[src/rtl/apb_uart_regs_pkg.sv]
// apb_uart_pkg: shared definitions for the APB UART register front-end.
//   - register byte offsets and their word indices (paddr[4:2])
//   - STATUS / CTRL bit positions
//   - bus FSM state type
//   - default baud divisor
package apb_uart_pkg;

  localparam logic [4:0] TXDATA_OFS   = 5'h00;
  localparam logic [4:0] RXDATA_OFS   = 5'h04;
  localparam logic [4:0] STATUS_OFS   = 5'h08;
  localparam logic [4:0] CTRL_OFS     = 5'h0C;
  localparam logic [4:0] BAUD_DIV_OFS = 5'h10;

  // Word index of each register as decoded from paddr[4:2].
  localparam logic [2:0] TXDATA_IDX   = TXDATA_OFS[4:2];
  localparam logic [2:0] RXDATA_IDX   = RXDATA_OFS[4:2];
  localparam logic [2:0] STATUS_IDX   = STATUS_OFS[4:2];
  localparam logic [2:0] CTRL_IDX     = CTRL_OFS[4:2];
  localparam logic [2:0] BAUD_DIV_IDX = BAUD_DIV_OFS[4:2];

  // STATUS bits: [1:0] live FIFO flags, [4:2] sticky, write-1-to-clear.
  localparam int ST_RX_EMPTY = 0;
  localparam int ST_TX_FULL  = 1;
  localparam int ST_RX_ERR   = 2;
  localparam int ST_TX_OVF   = 3;
  localparam int ST_RX_UNF   = 4;

  // CTRL bits.
  localparam int CTRL_EN     = 0;
  localparam int CTRL_IE_RX  = 1;
  localparam int CTRL_IE_TX  = 2;
  localparam int CTRL_IE_ERR = 3;
  localparam int CTRL_W      = 4;

  localparam logic [15:0] DIV_RST_DEF = 16'd53;

  typedef enum logic [1:0] {
    ST_IDLE    = 2'd0,
    ST_ACCESS  = 2'd1,
    ST_RD_WAIT = 2'd2
  } apb_state_e;

endpackage

[src/rtl/apb_uart_regs_if.sv]
// apb_uart_regs_if: APB3 bus bundle.
//   master modport: drives paddr/psel/penable/pwrite/pwdata, samples prdata/pready/pslverr
//   slave  modport: the reverse
interface apb_uart_regs_if #(
  parameter int ADDR_W = 5
);
  logic [ADDR_W-1:0] paddr;
  logic              psel;
  logic              penable;
  logic              pwrite;
  logic [31:0]       pwdata;
  logic [31:0]       prdata;
  logic              pready;
  logic              pslverr;

  modport master (
    output paddr, psel, penable, pwrite, pwdata,
    input  prdata, pready, pslverr
  );

  modport slave (
    input  paddr, psel, penable, pwrite, pwdata,
    output prdata, pready, pslverr
  );
endinterface

[src/rtl/apb_uart_regs_baud_gen.sv]
// uart_baud_gen: programmable 16x baud tick generator.
//   clk, rst : clock, synchronous active-high reset
//   en       : run enable; when low the counter is held at 0 and tick is 0
//   div      : divisor, tick period is div+1 clocks (div=0 -> every clock)
//   div_wr   : divisor being rewritten; restarts the count from 0
//   tick     : one-cycle pulse on the counter wrap cycle
module uart_baud_gen #(
  parameter int DIV_W = 16
) (
  input  logic             clk,
  input  logic             rst,
  input  logic             en,
  input  logic [DIV_W-1:0] div,
  input  logic             div_wr,
  output logic             tick
);

  logic [DIV_W-1:0] cnt_reg;
  logic [DIV_W-1:0] cnt_next;
  logic             wrap;

  // >= rather than == so a counter that somehow sits above the divisor
  // still wraps instead of running all the way round.
  assign wrap = (cnt_reg >= div);
  assign tick = en & wrap;

  always_comb begin
    cnt_next = cnt_reg;
    if (!en || div_wr || wrap) begin
      cnt_next = '0;
    end else begin
      cnt_next = cnt_reg + DIV_W'(1);
    end
  end

  always_ff @(posedge clk) begin
    if (rst) begin
      cnt_reg <= '0;
    end else begin
      cnt_reg <= cnt_next;
    end
  end

endmodule

[src/rtl/apb_uart_regs.sv]
// apb_uart_regs: APB3 slave register front-end for uart_top.
//   clk, rst       : clock, synchronous active-high reset
//   apb            : APB3 slave port (paddr/psel/penable/pwrite/pwdata in,
//                    prdata/pready/pslverr out)
//   tick           : 16x baud tick to uart_top
//   tx_fifo_*      : TX FIFO push port (wr_en, din out; full in)
//   rx_fifo_*      : RX FIFO pop port (rd_en out; dout, empty in)
//   rx_error       : parity/framing error pulse from uart_top
//   irq            : registered level interrupt
// Registers: TXDATA, RXDATA, STATUS (live + sticky W1C), CTRL, BAUD_DIV.
module apb_uart_regs
  import apb_uart_pkg::*;
#(
  parameter int              DATA_BITS = 8,
  parameter int              ADDR_W    = 5,
  parameter int              DIV_W     = 16,
  parameter logic [DIV_W-1:0] DIV_RST  = DIV_W'(DIV_RST_DEF)
) (
  input  logic                 clk,
  input  logic                 rst,
  apb_uart_regs_if.slave       apb,
  output logic                 tick,
  output logic                 tx_fifo_wr_en,
  output logic [DATA_BITS-1:0] tx_fifo_din,
  input  logic                 tx_fifo_full,
  output logic                 rx_fifo_rd_en,
  input  logic [DATA_BITS-1:0] rx_fifo_dout,
  input  logic                 rx_fifo_empty,
  input  logic                 rx_error,
  output logic                 irq
);

  apb_state_e        state_reg, state_next;
  logic [CTRL_W-1:0] ctrl_reg, ctrl_next;
  logic [DIV_W-1:0]  div_reg, div_next;
  logic              div_wr;
  logic              rx_err_reg, tx_ovf_reg, rx_unf_reg;
  logic              set_tx_ovf, set_rx_unf;
  logic              clr_rx_err, clr_tx_ovf, clr_rx_unf;
  logic              irq_reg, irq_next;
  logic [2:0]        reg_idx;
  logic              access;
  logic [31:0]       status_word;
  logic              unused_bits;

  // Only the word index and the low data bits are decoded; the rest of the
  // bus is folded here so it is visibly consumed.
  assign unused_bits = ^{apb.paddr, apb.pwdata};

  assign reg_idx = apb.paddr[4:2];
  assign access  = apb.psel & apb.penable;

  always_comb begin
    status_word              = '0;
    status_word[ST_RX_EMPTY] = rx_fifo_empty;
    status_word[ST_TX_FULL]  = tx_fifo_full;
    status_word[ST_RX_ERR]   = rx_err_reg;
    status_word[ST_TX_OVF]   = tx_ovf_reg;
    status_word[ST_RX_UNF]   = rx_unf_reg;
  end

  // Bus FSM: next state, bus responses, FIFO strobes and register updates.
  always_comb begin
    state_next    = state_reg;
    apb.pready    = 1'b0;
    apb.pslverr   = 1'b0;
    apb.prdata    = '0;
    tx_fifo_wr_en = 1'b0;
    tx_fifo_din   = '0;
    rx_fifo_rd_en = 1'b0;
    ctrl_next     = ctrl_reg;
    div_next      = div_reg;
    div_wr        = 1'b0;
    set_tx_ovf    = 1'b0;
    set_rx_unf    = 1'b0;
    clr_rx_err    = 1'b0;
    clr_tx_ovf    = 1'b0;
    clr_rx_unf    = 1'b0;

    case (state_reg)
      ST_IDLE: begin
        if (apb.psel && !apb.penable) begin
          state_next = ST_ACCESS;
        end
      end

      ST_ACCESS: begin
        if (!access) begin
          // Master abandoned the transfer; a fresh setup phase keeps us here.
          state_next = (apb.psel && !apb.penable) ? ST_ACCESS : ST_IDLE;
        end else begin
          apb.pready = 1'b1;
          state_next = ST_IDLE;
          case (reg_idx)
            TXDATA_IDX: begin
              if (apb.pwrite) begin
                if (tx_fifo_full) begin
                  apb.pslverr = 1'b1;
                  set_tx_ovf  = 1'b1;
                end else begin
                  tx_fifo_wr_en = 1'b1;
                  tx_fifo_din   = apb.pwdata[DATA_BITS-1:0];
                end
              end
            end
            RXDATA_IDX: begin
              if (!apb.pwrite) begin
                if (rx_fifo_empty) begin
                  apb.pslverr = 1'b1;
                  set_rx_unf  = 1'b1;
                end else begin
                  // FIFO data appears the cycle after the pop, so insert
                  // exactly one wait state and return it from RD_WAIT.
                  apb.pready    = 1'b0;
                  rx_fifo_rd_en = 1'b1;
                  state_next    = ST_RD_WAIT;
                end
              end
            end
            STATUS_IDX: begin
              if (apb.pwrite) begin
                clr_rx_err = apb.pwdata[ST_RX_ERR];
                clr_tx_ovf = apb.pwdata[ST_TX_OVF];
                clr_rx_unf = apb.pwdata[ST_RX_UNF];
              end else begin
                apb.prdata = status_word;
              end
            end
            CTRL_IDX: begin
              if (apb.pwrite) begin
                ctrl_next = apb.pwdata[CTRL_W-1:0];
              end else begin
                apb.prdata = 32'(ctrl_reg);
              end
            end
            BAUD_DIV_IDX: begin
              if (apb.pwrite) begin
                div_next = apb.pwdata[DIV_W-1:0];
                div_wr   = 1'b1;
              end else begin
                apb.prdata = 32'(div_reg);
              end
            end
            default: begin
              apb.pslverr = 1'b1;
            end
          endcase
        end
      end

      ST_RD_WAIT: begin
        apb.pready = 1'b1;
        apb.prdata = 32'(rx_fifo_dout);
        state_next = ST_IDLE;
      end

      default: begin
        state_next = ST_IDLE;
      end
    endcase
  end

  always_comb begin
    irq_next = (ctrl_reg[CTRL_IE_RX]  & ~rx_fifo_empty) |
               (ctrl_reg[CTRL_IE_TX]  & ~tx_fifo_full)  |
               (ctrl_reg[CTRL_IE_ERR] & (rx_err_reg | tx_ovf_reg | rx_unf_reg));
  end

  // Sticky flags: a set in the same cycle as a W1C clear wins.
  always_ff @(posedge clk) begin
    if (rst) begin
      state_reg  <= ST_IDLE;
      ctrl_reg   <= '0;
      div_reg    <= DIV_RST;
      rx_err_reg <= 1'b0;
      tx_ovf_reg <= 1'b0;
      rx_unf_reg <= 1'b0;
      irq_reg    <= 1'b0;
    end else begin
      state_reg  <= state_next;
      ctrl_reg   <= ctrl_next;
      div_reg    <= div_next;
      rx_err_reg <= rx_error   | (rx_err_reg & ~clr_rx_err);
      tx_ovf_reg <= set_tx_ovf | (tx_ovf_reg & ~clr_tx_ovf);
      rx_unf_reg <= set_rx_unf | (rx_unf_reg & ~clr_rx_unf);
      irq_reg    <= irq_next;
    end
  end

  assign irq = irq_reg;

  uart_baud_gen #(
    .DIV_W(DIV_W)
  ) u_baud_gen (
    .clk   (clk),
    .rst   (rst),
    .en    (ctrl_reg[CTRL_EN]),
    .div   (div_reg),
    .div_wr(div_wr),
    .tick  (tick)
  );

endmodule

[src/flat_wrapper.sv]
// flat-port wrapper written by rule: the top's interface ports become plain ports
module apb_uart_regs_flat import apb_uart_pkg::*;
#(
  parameter int              DATA_BITS = 8,
  parameter int              ADDR_W    = 5,
  parameter int              DIV_W     = 16,
  parameter logic [DIV_W-1:0] DIV_RST  = DIV_W'(DIV_RST_DEF)
)
  (clk, rst, tick, tx_fifo_wr_en, tx_fifo_din, tx_fifo_full, rx_fifo_rd_en, rx_fifo_dout, rx_fifo_empty, rx_error, irq, apb_paddr, apb_psel, apb_penable, apb_pwrite, apb_pwdata, apb_prdata, apb_pready, apb_pslverr);
  apb_uart_regs_if #(.ADDR_W(ADDR_W)) apb_i ();
  input  logic clk;
  input  logic rst;
  output logic tick;
  output logic tx_fifo_wr_en;
  output logic [DATA_BITS-1:0] tx_fifo_din;
  input  logic tx_fifo_full;
  output logic rx_fifo_rd_en;
  input  logic [DATA_BITS-1:0] rx_fifo_dout;
  input  logic rx_fifo_empty;
  input  logic rx_error;
  output logic irq;
  input wire logic [$bits(apb_i.paddr)-1:0] apb_paddr;
  input wire logic [$bits(apb_i.psel)-1:0] apb_psel;
  input wire logic [$bits(apb_i.penable)-1:0] apb_penable;
  input wire logic [$bits(apb_i.pwrite)-1:0] apb_pwrite;
  input wire logic [$bits(apb_i.pwdata)-1:0] apb_pwdata;
  output wire logic [$bits(apb_i.prdata)-1:0] apb_prdata;
  output wire logic [$bits(apb_i.pready)-1:0] apb_pready;
  output wire logic [$bits(apb_i.pslverr)-1:0] apb_pslverr;
  assign apb_i.paddr = apb_paddr;
  assign apb_i.psel = apb_psel;
  assign apb_i.penable = apb_penable;
  assign apb_i.pwrite = apb_pwrite;
  assign apb_i.pwdata = apb_pwdata;
  assign apb_prdata = apb_i.prdata;
  assign apb_pready = apb_i.pready;
  assign apb_pslverr = apb_i.pslverr;
  apb_uart_regs #(.DATA_BITS(DATA_BITS), .ADDR_W(ADDR_W), .DIV_W(DIV_W), .DIV_RST(DIV_RST)) u_core (.clk(clk), .rst(rst), .apb(apb_i), .tick(tick), .tx_fifo_wr_en(tx_fifo_wr_en), .tx_fifo_din(tx_fifo_din), .tx_fifo_full(tx_fifo_full), .rx_fifo_rd_en(rx_fifo_rd_en), .rx_fifo_dout(rx_fifo_dout), .rx_fifo_empty(rx_fifo_empty), .rx_error(rx_error), .irq(irq));
endmodule
[config.mk]
export PLATFORM = sky130hd
export DESIGN_NAME = apb_uart_regs_flat
export DESIGN_NICKNAME = d
export VERILOG_FILES = /design/src/rtl/apb_uart_regs_pkg.sv /design/src/rtl/apb_uart_regs_if.sv /design/src/rtl/apb_uart_regs_baud_gen.sv /design/src/rtl/apb_uart_regs.sv /design/src/flat_wrapper.sv
export SDC_FILE = /design/constraint.sdc
export NUM_CORES = 1
export LEC_CHECK = 0
export BUFFER_PORTS_ARGS = -buffer_cell sky130_fd_sc_hd__buf_2
export CAP_MARGIN = 15
export CORE_MARGIN = 4
export CORE_UTILIZATION = 54
export DETAILED_ROUTE_END_ITERATION = 12
export PLACE_DENSITY = 0.95
export SLEW_MARGIN = 30
export SYNTH_ARGS = -nofsm -noshare
export SYNTH_HDL_FRONTEND = slang
export SYNTH_HIERARCHICAL = 1
export SYNTH_SLANG_ARGS = --single-unit
[constraint.sdc]
create_clock -name clk -period 3.9 [get_ports clk]
set_input_delay 0.39 -clock clk [delete_from_list [all_inputs] [get_ports clk]]
set_output_delay 0.39 -clock clk [all_outputs]
set_load 0.02 [all_outputs]
### Word level (Yosys, flattened, before mapping)

Cells that the tools add are included.

| operators by class | value |
|---|---|
| $add $sub $neg | 1 |
| order comparisons | 1 |
| equal/unequal tests | 7 |
| muxes and demuxes | 61 |
| bitwise logic cells | 20 |
| reduce and logical (&&, ||, !) cells | 11 |

Operator list:

| kind | number |
|---|---|
| $pmux W32 S3 | 1 |
| $pmux W32 S2 | 1 |
| $mux W1 | 42 |
| $mux W8 | 5 |
| $mux W32 | 1 |
| $add A16 B1 Y16 const B | 1 |
| $ge A16 B16 Y1 | 1 |
| $mux W16 | 1 |
| $mux W2 | 5 |
| $and A1 B1 Y1 | 8 |
| $reduce_and A4 Y1 | 2 |
| $or A1 B1 Y1 | 7 |
| $eq A3 B2 Y1 const B | 2 |
| $mux W5 | 1 |
| $not A1 Y1 | 5 |
| $mux W4 | 1 |
| $pmux W2 S2 | 1 |
| $eq A3 B1 Y1 const B | 1 |
| $eq A3 B3 Y1 const B | 1 |
| $logic_not A3 Y1 | 1 |
| $pmux W1 S3 | 1 |
| $reduce_or A3 Y1 | 1 |
| $eq A2 B1 Y1 const B | 1 |
| $eq A2 B2 Y1 const B | 1 |
| 7 further kinds | 9 |

| storage, ports and cells | value |
|---|---|
| bits in registers | 42 |
| output and inout bits | 46 |
| logic and storage cells | 109 |

### Longest topological paths before layout

| depth | value |
|---|---|
| depth in word-level cells | 7 |
| depth in mapped cells | 10 |
| depth with buffers taken out | 7 |

### Modules after synthesis

Netlist, hierarchy kept.

Modules (own cells, without submodules):

| module | times used | cells an instance | area each (um^2) |
|---|---|---|---|
| apb_uart_regs | 1 | 208 | 1771.7 |
| uart_baud_gen | 1 | 133 | 1072.3 |

### Least setup slack after synthesis

No wires, ideal clock.

| timing | value |
|---|---|
| path type | input to output |
| start point | input apb_pwrite |
| end point | output tx_fifo_din[2] |
| arrival time | 1.654 ns |
| slack | 1.856 ns |
| stages | 3 |
| path through | buf_4 or4b_4 nor4_1 |

| between the ends | value |
|---|---|
| word-level cells in the longest chain between the ends | 4 |

Ends and longest elaborated chain:

| element | RTL line | RTL |
|---|---|---|
| from (decl) | flat_wrapper.sv:25 | `input wire logic [$bits(apb_i.pwrite)-1:0] apb_pwrite;` |
| $mux W8 | apb_uart_regs.sv:96 | `if (apb.pwrite) begin` |
| $mux W8 | apb_uart_regs.sv:94 | `case (reg_idx)` |
| $mux W8 | apb_uart_regs.sv:88 | `if (!access) begin` |
| $mux W8 | apb_uart_regs.sv:80 | `case (state_reg)` |
| to (decl) | flat_wrapper.sv:15 | `output logic [DATA_BITS-1:0] tx_fifo_din;` |

No other way between the ends.

### Final worst setup path

| timing | value |
|---|---|
| start point | register u_core.div_reg[13] |
| end point | output tick |

| between the ends | value |
|---|---|
| word-level cells in the longest chain between the ends | 2 |

Ends and longest elaborated chain:

| element | RTL line | RTL |
|---|---|---|
| from (decl) | apb_uart_regs.sv:35 | `logic [DIV_W-1:0] div_reg, div_next;` |
| from (signal assigned) | apb_uart_regs.sv:182 | `div_reg <= div_next;` |
| $ge A16 B16 Y1 | apb_uart_regs_baud_gen.sv:24 | `assign wrap = (cnt_reg >= div);` |
| $and A1 B1 Y1 | apb_uart_regs_baud_gen.sv:25 | `assign tick = en & wrap;` |
| to (decl) | flat_wrapper.sv:13 | `output logic tick;` |

No other way between the ends.

==> key figures <==
Outcome
  • Status: finished, final reports clean

Clock tree
  • CTS tree: built
  • Hold Buf Count CTS: 0
  • CTS max path bufs: 2
  • Clock slew at reported path FFs: 0.08 ns
  • CTS root buf: clkbuf_8
  • Clk Latency, worst-skew pair: roughly 0.30 ns
  • Cts repair resizes: 0
  • CTS Buf Count: 5
  • Clock Sinks: 42
  • Setup repair bufs after CTS: 0
  • CTS H-Tree Depth: 2

Placed design
  • HPWL Detailed: roughly 5000 microns
  • Placed Cells: roughly 460
  • GPL Wtd Cong: 0.9197
  • Port bufs: 64

Power and ir drop
  • Clock share of power: 40.1%
  • PwrDens: ~270 mW/mm^2
  • Int Pwr: roughly 0.65 mW
  • Sequential share of power: roughly half
  • Part of the power in combinational logic: roughly a tenth
  • NetSw: about 0.21 mW
  • Sw frac: around a quarter
  • Maximum vdd ir drop: between 150 and 200 uV
  • Leakage Power: between 1 and 1.5 nW

Timing
  • Setup violations, final: 0
  • Final Max Tran Viols: 0
  • Slew @ Worst Pin: slightly below 0.7 ns
  • Final setup TNS: 0 ns
  • Rel. slew slack: a little over half
  • Max Clk Rate: approximately 400 MHz
  • Clock skew: 0.009620 ns
  • Period minus WS final: ~2.6 ns
  • Final worst-path cycle share: between 60% and 70%
  • RSZ-0062 raised after global routing: false
  • Final Hold Fails: 0

Setup path
  • Crit Path Max Fanout: 3
  • Setup crit end kind: output pin
  • Setup crit start kind: register
  • CP arrival: 2.16 ns
  • Worst setup path class: register to output pin
  • CP required: between 3 and 4 ns

Logic synthesis
  • YS warnings: 6
  • Syn Inst Count: between 300 and 400
  • Syn_area_per_cell: approximately 8.3 sq um
  • Yosys reg bits: 42
  • Register area share after synthesis: between 20 and 30%
  • Yosys cell types: 50
  • Top_reg_cell synth: dfxtp_1
  • Asr flop ratio synth: 0%
  • Post-synth EDFFs: 0
  • Synth Cell Area: ~0.0028 sq mm

Drt
  • Iteration-0 DRC count of the detailed router: 195
  • Drt pass-1 iters: 5
  • Via/cell ratio: about 5.5
  • DRC viols: 0
  • Routed WL: just under 7000 microns
  • Routed len/inst: ~14 microns
  • Via count: approximately 2,600
  • Number of antenna-violating nets in the routed design: 0

Global routing
  • Number of global-route vias before repair: between 2,000 and 2,500
  • GRT Residual Overflow: 0
  • First-pass GRT wire length: 10,790 microns
  • Largest net degree at the start of global routing: between 40 and 50
  • Tot GR Track Use: 21.09%
  • Antenna violations before repair: 0

Job
  • Max cap viols: 0

Cells and area
  • Layout cells sized above 1: 20.80%
  • Area Overhead vs Synth: 13.77%
  • Number of antenna diodes: 0
  • # nets final: ~470
  • Final cell count without fillers: 469

Die
  • Die Wd: between 80 and 90 microns
  • Ports: 99
  • Rows: 26
  • Core box area: 0.005107 sq mm
  • Initial Util: 55.68%
  • Die height: ~81 microns
  • Total Die Area: 0.006492 sq mm

Hold path
  • Hold crit path type: input pin to register
## Yosys cell counts (3+ instances only)
master | n | share of area (%)
nor3b_1 | 3 | 0.79
a21oi_1 | 16 | 2.8
a22o_1 | 8 | 2.5
nor3_1 | 4 | 0.70
xor2_1 | 7 | 2.2
buf_4 | 18 | 4.8
mux2i_1 | 20 | 7.0
nand2b_1 | 27 | 5.9
nor4_1 | 4 | 0.88
nand4_1 | 9 | 2.0
ha_1 | 20 | 8.8
and2_1 | 15 | 3.3
inv_1 | 30 | 4.0
xnor2_1 | 6 | 1.8
dfxtp_1 | 42 | 30
o21ai_0 | 9 | 1.6
o2bb2ai_1 | 4 | 1.2
nor2_1 | 32 | 4.2
clkbuf_1 | 8 | 1.1
o31ai_1 | 3 | 0.79
nand3_1 | 9 | 1.6
nand2_1 | 11 | 1.5
buf_2 | 3 | 0.53
## kinds of logic (layout without fill, tap and decap cells)
logic type	after synthesis	after routing	share of synthesized area, %
and+or+nand+nor	134	134	27.32
buffers and inverters	61	104	11.09
DFF	42	42	29.56
xor gates and xnor gates	13	13	4.004
AOI/OAI and AO/OA	50	50	12.05
other	1	16	0.1319
adders and majority gates	20	20	8.799
muxes	20	20	7.039
## cells in the final DEF (no fill, tap or decap), drive strengths merged, types with 2 or more instances in the layout
| cell type | n |
|---|---|
| nand3b | 2 |
| nand3 | 10 |
| inv | 30 |
| ha | 20 |
| xor2 | 7 |
| and2 | 15 |
| clkbuf | 6 |
| o2bb2ai | 4 |
| conb | 16 |
| xnor2 | 6 |
| and3 | 2 |
| nor2b | 2 |
| a22o | 8 |
| nor3b | 3 |
| nor2 | 33 |
| mux2i | 20 |
| a21oi | 16 |
| dfxtp | 42 |
| o21ai | 10 |
| nand4 | 10 |
| nand2b | 27 |
| nand2 | 11 |
| or3 | 3 |
| nor4 | 4 |
| buf | 66 |
| nor3 | 6 |
| o31ai | 3 |
## path summary, 6_finish.rpt
check	startpoint	end	slack (ns)	cells after the start
setup / recovery	u_core/div_reg[13]$_SDFFE_PP0P_	tick	1.35	7
hold / removal	rx_error	u_core/rx_err_reg$_SDFF_PP0_	0.33	3
setup reg to reg	u_core/div_reg[14]$_SDFFE_PP0P_	u_core/u_baud_gen/cnt_reg[6]$_SDFF_PP0_	1.86	7
hold reg to reg	u_core/u_baud_gen/cnt_reg[0]$_SDFF_PP0_	u_core/u_baud_gen/cnt_reg[0]$_SDFF_PP0_	0.47	1
## through the flow
stage               hold slack, ns  power [mW]  area [sq um]  setup slack, ns  utilization, %
finish                      0.3286      0.8640          3236            1.345           63.35
global route                0.3188      0.8961          3236            1.252           63.35
CTS                         0.3200      0.8677          3236            1.376           63.35
detailed placement          0.4525      0.5246          3126            1.712           61.20
global placement            0.4453      0.5228          3126            1.739           61.20
floorplan                   0.4299      0.5080          2900            1.856               -
## critical path: stages, from the launching register on
cell     delay (ns)
dfxtp_1        0.37
inv_1          0.05
ha_1           0.29
nand4_1        0.12
nor3_1         0.33
o21ai_0        0.22
a31oi_1        0.27
buf_2          0.21
## metal layers
metal | vias to the layer above | track usage, % | wire length, microns
li1 | 1250 | - | -
met4 | 0 | 7.770 | 150
met3 | 16 | 4.709 | 603
met5 | - | 0 | 0
met1 | 1190 | 24.81 | 2735
met2 | 139 | 37.17 | 3255
## power groups by stage
stage	clock network, mW	registers [mW]	logic (mW)
global placement	0	0.442	0.0810
floorplan	0	0.442	0.0665
finish	0.346	0.432	0.0857
CTS	0.352	0.432	0.0841
detailed placement	0	0.442	0.0827
global route	0.371	0.432	0.0928
## area by class of cell
cell class	count	area [sq um]
clock inverter	2	37.54
multi-input combinational	253	1749
clock buffer	6	72.57
sequential	42	840.8
tap	70	87.58
inverter	30	112.6
fill	424	1872
timing repair buffer	66	335.3
Note: power is estimated with default switching activity, not from simulation.
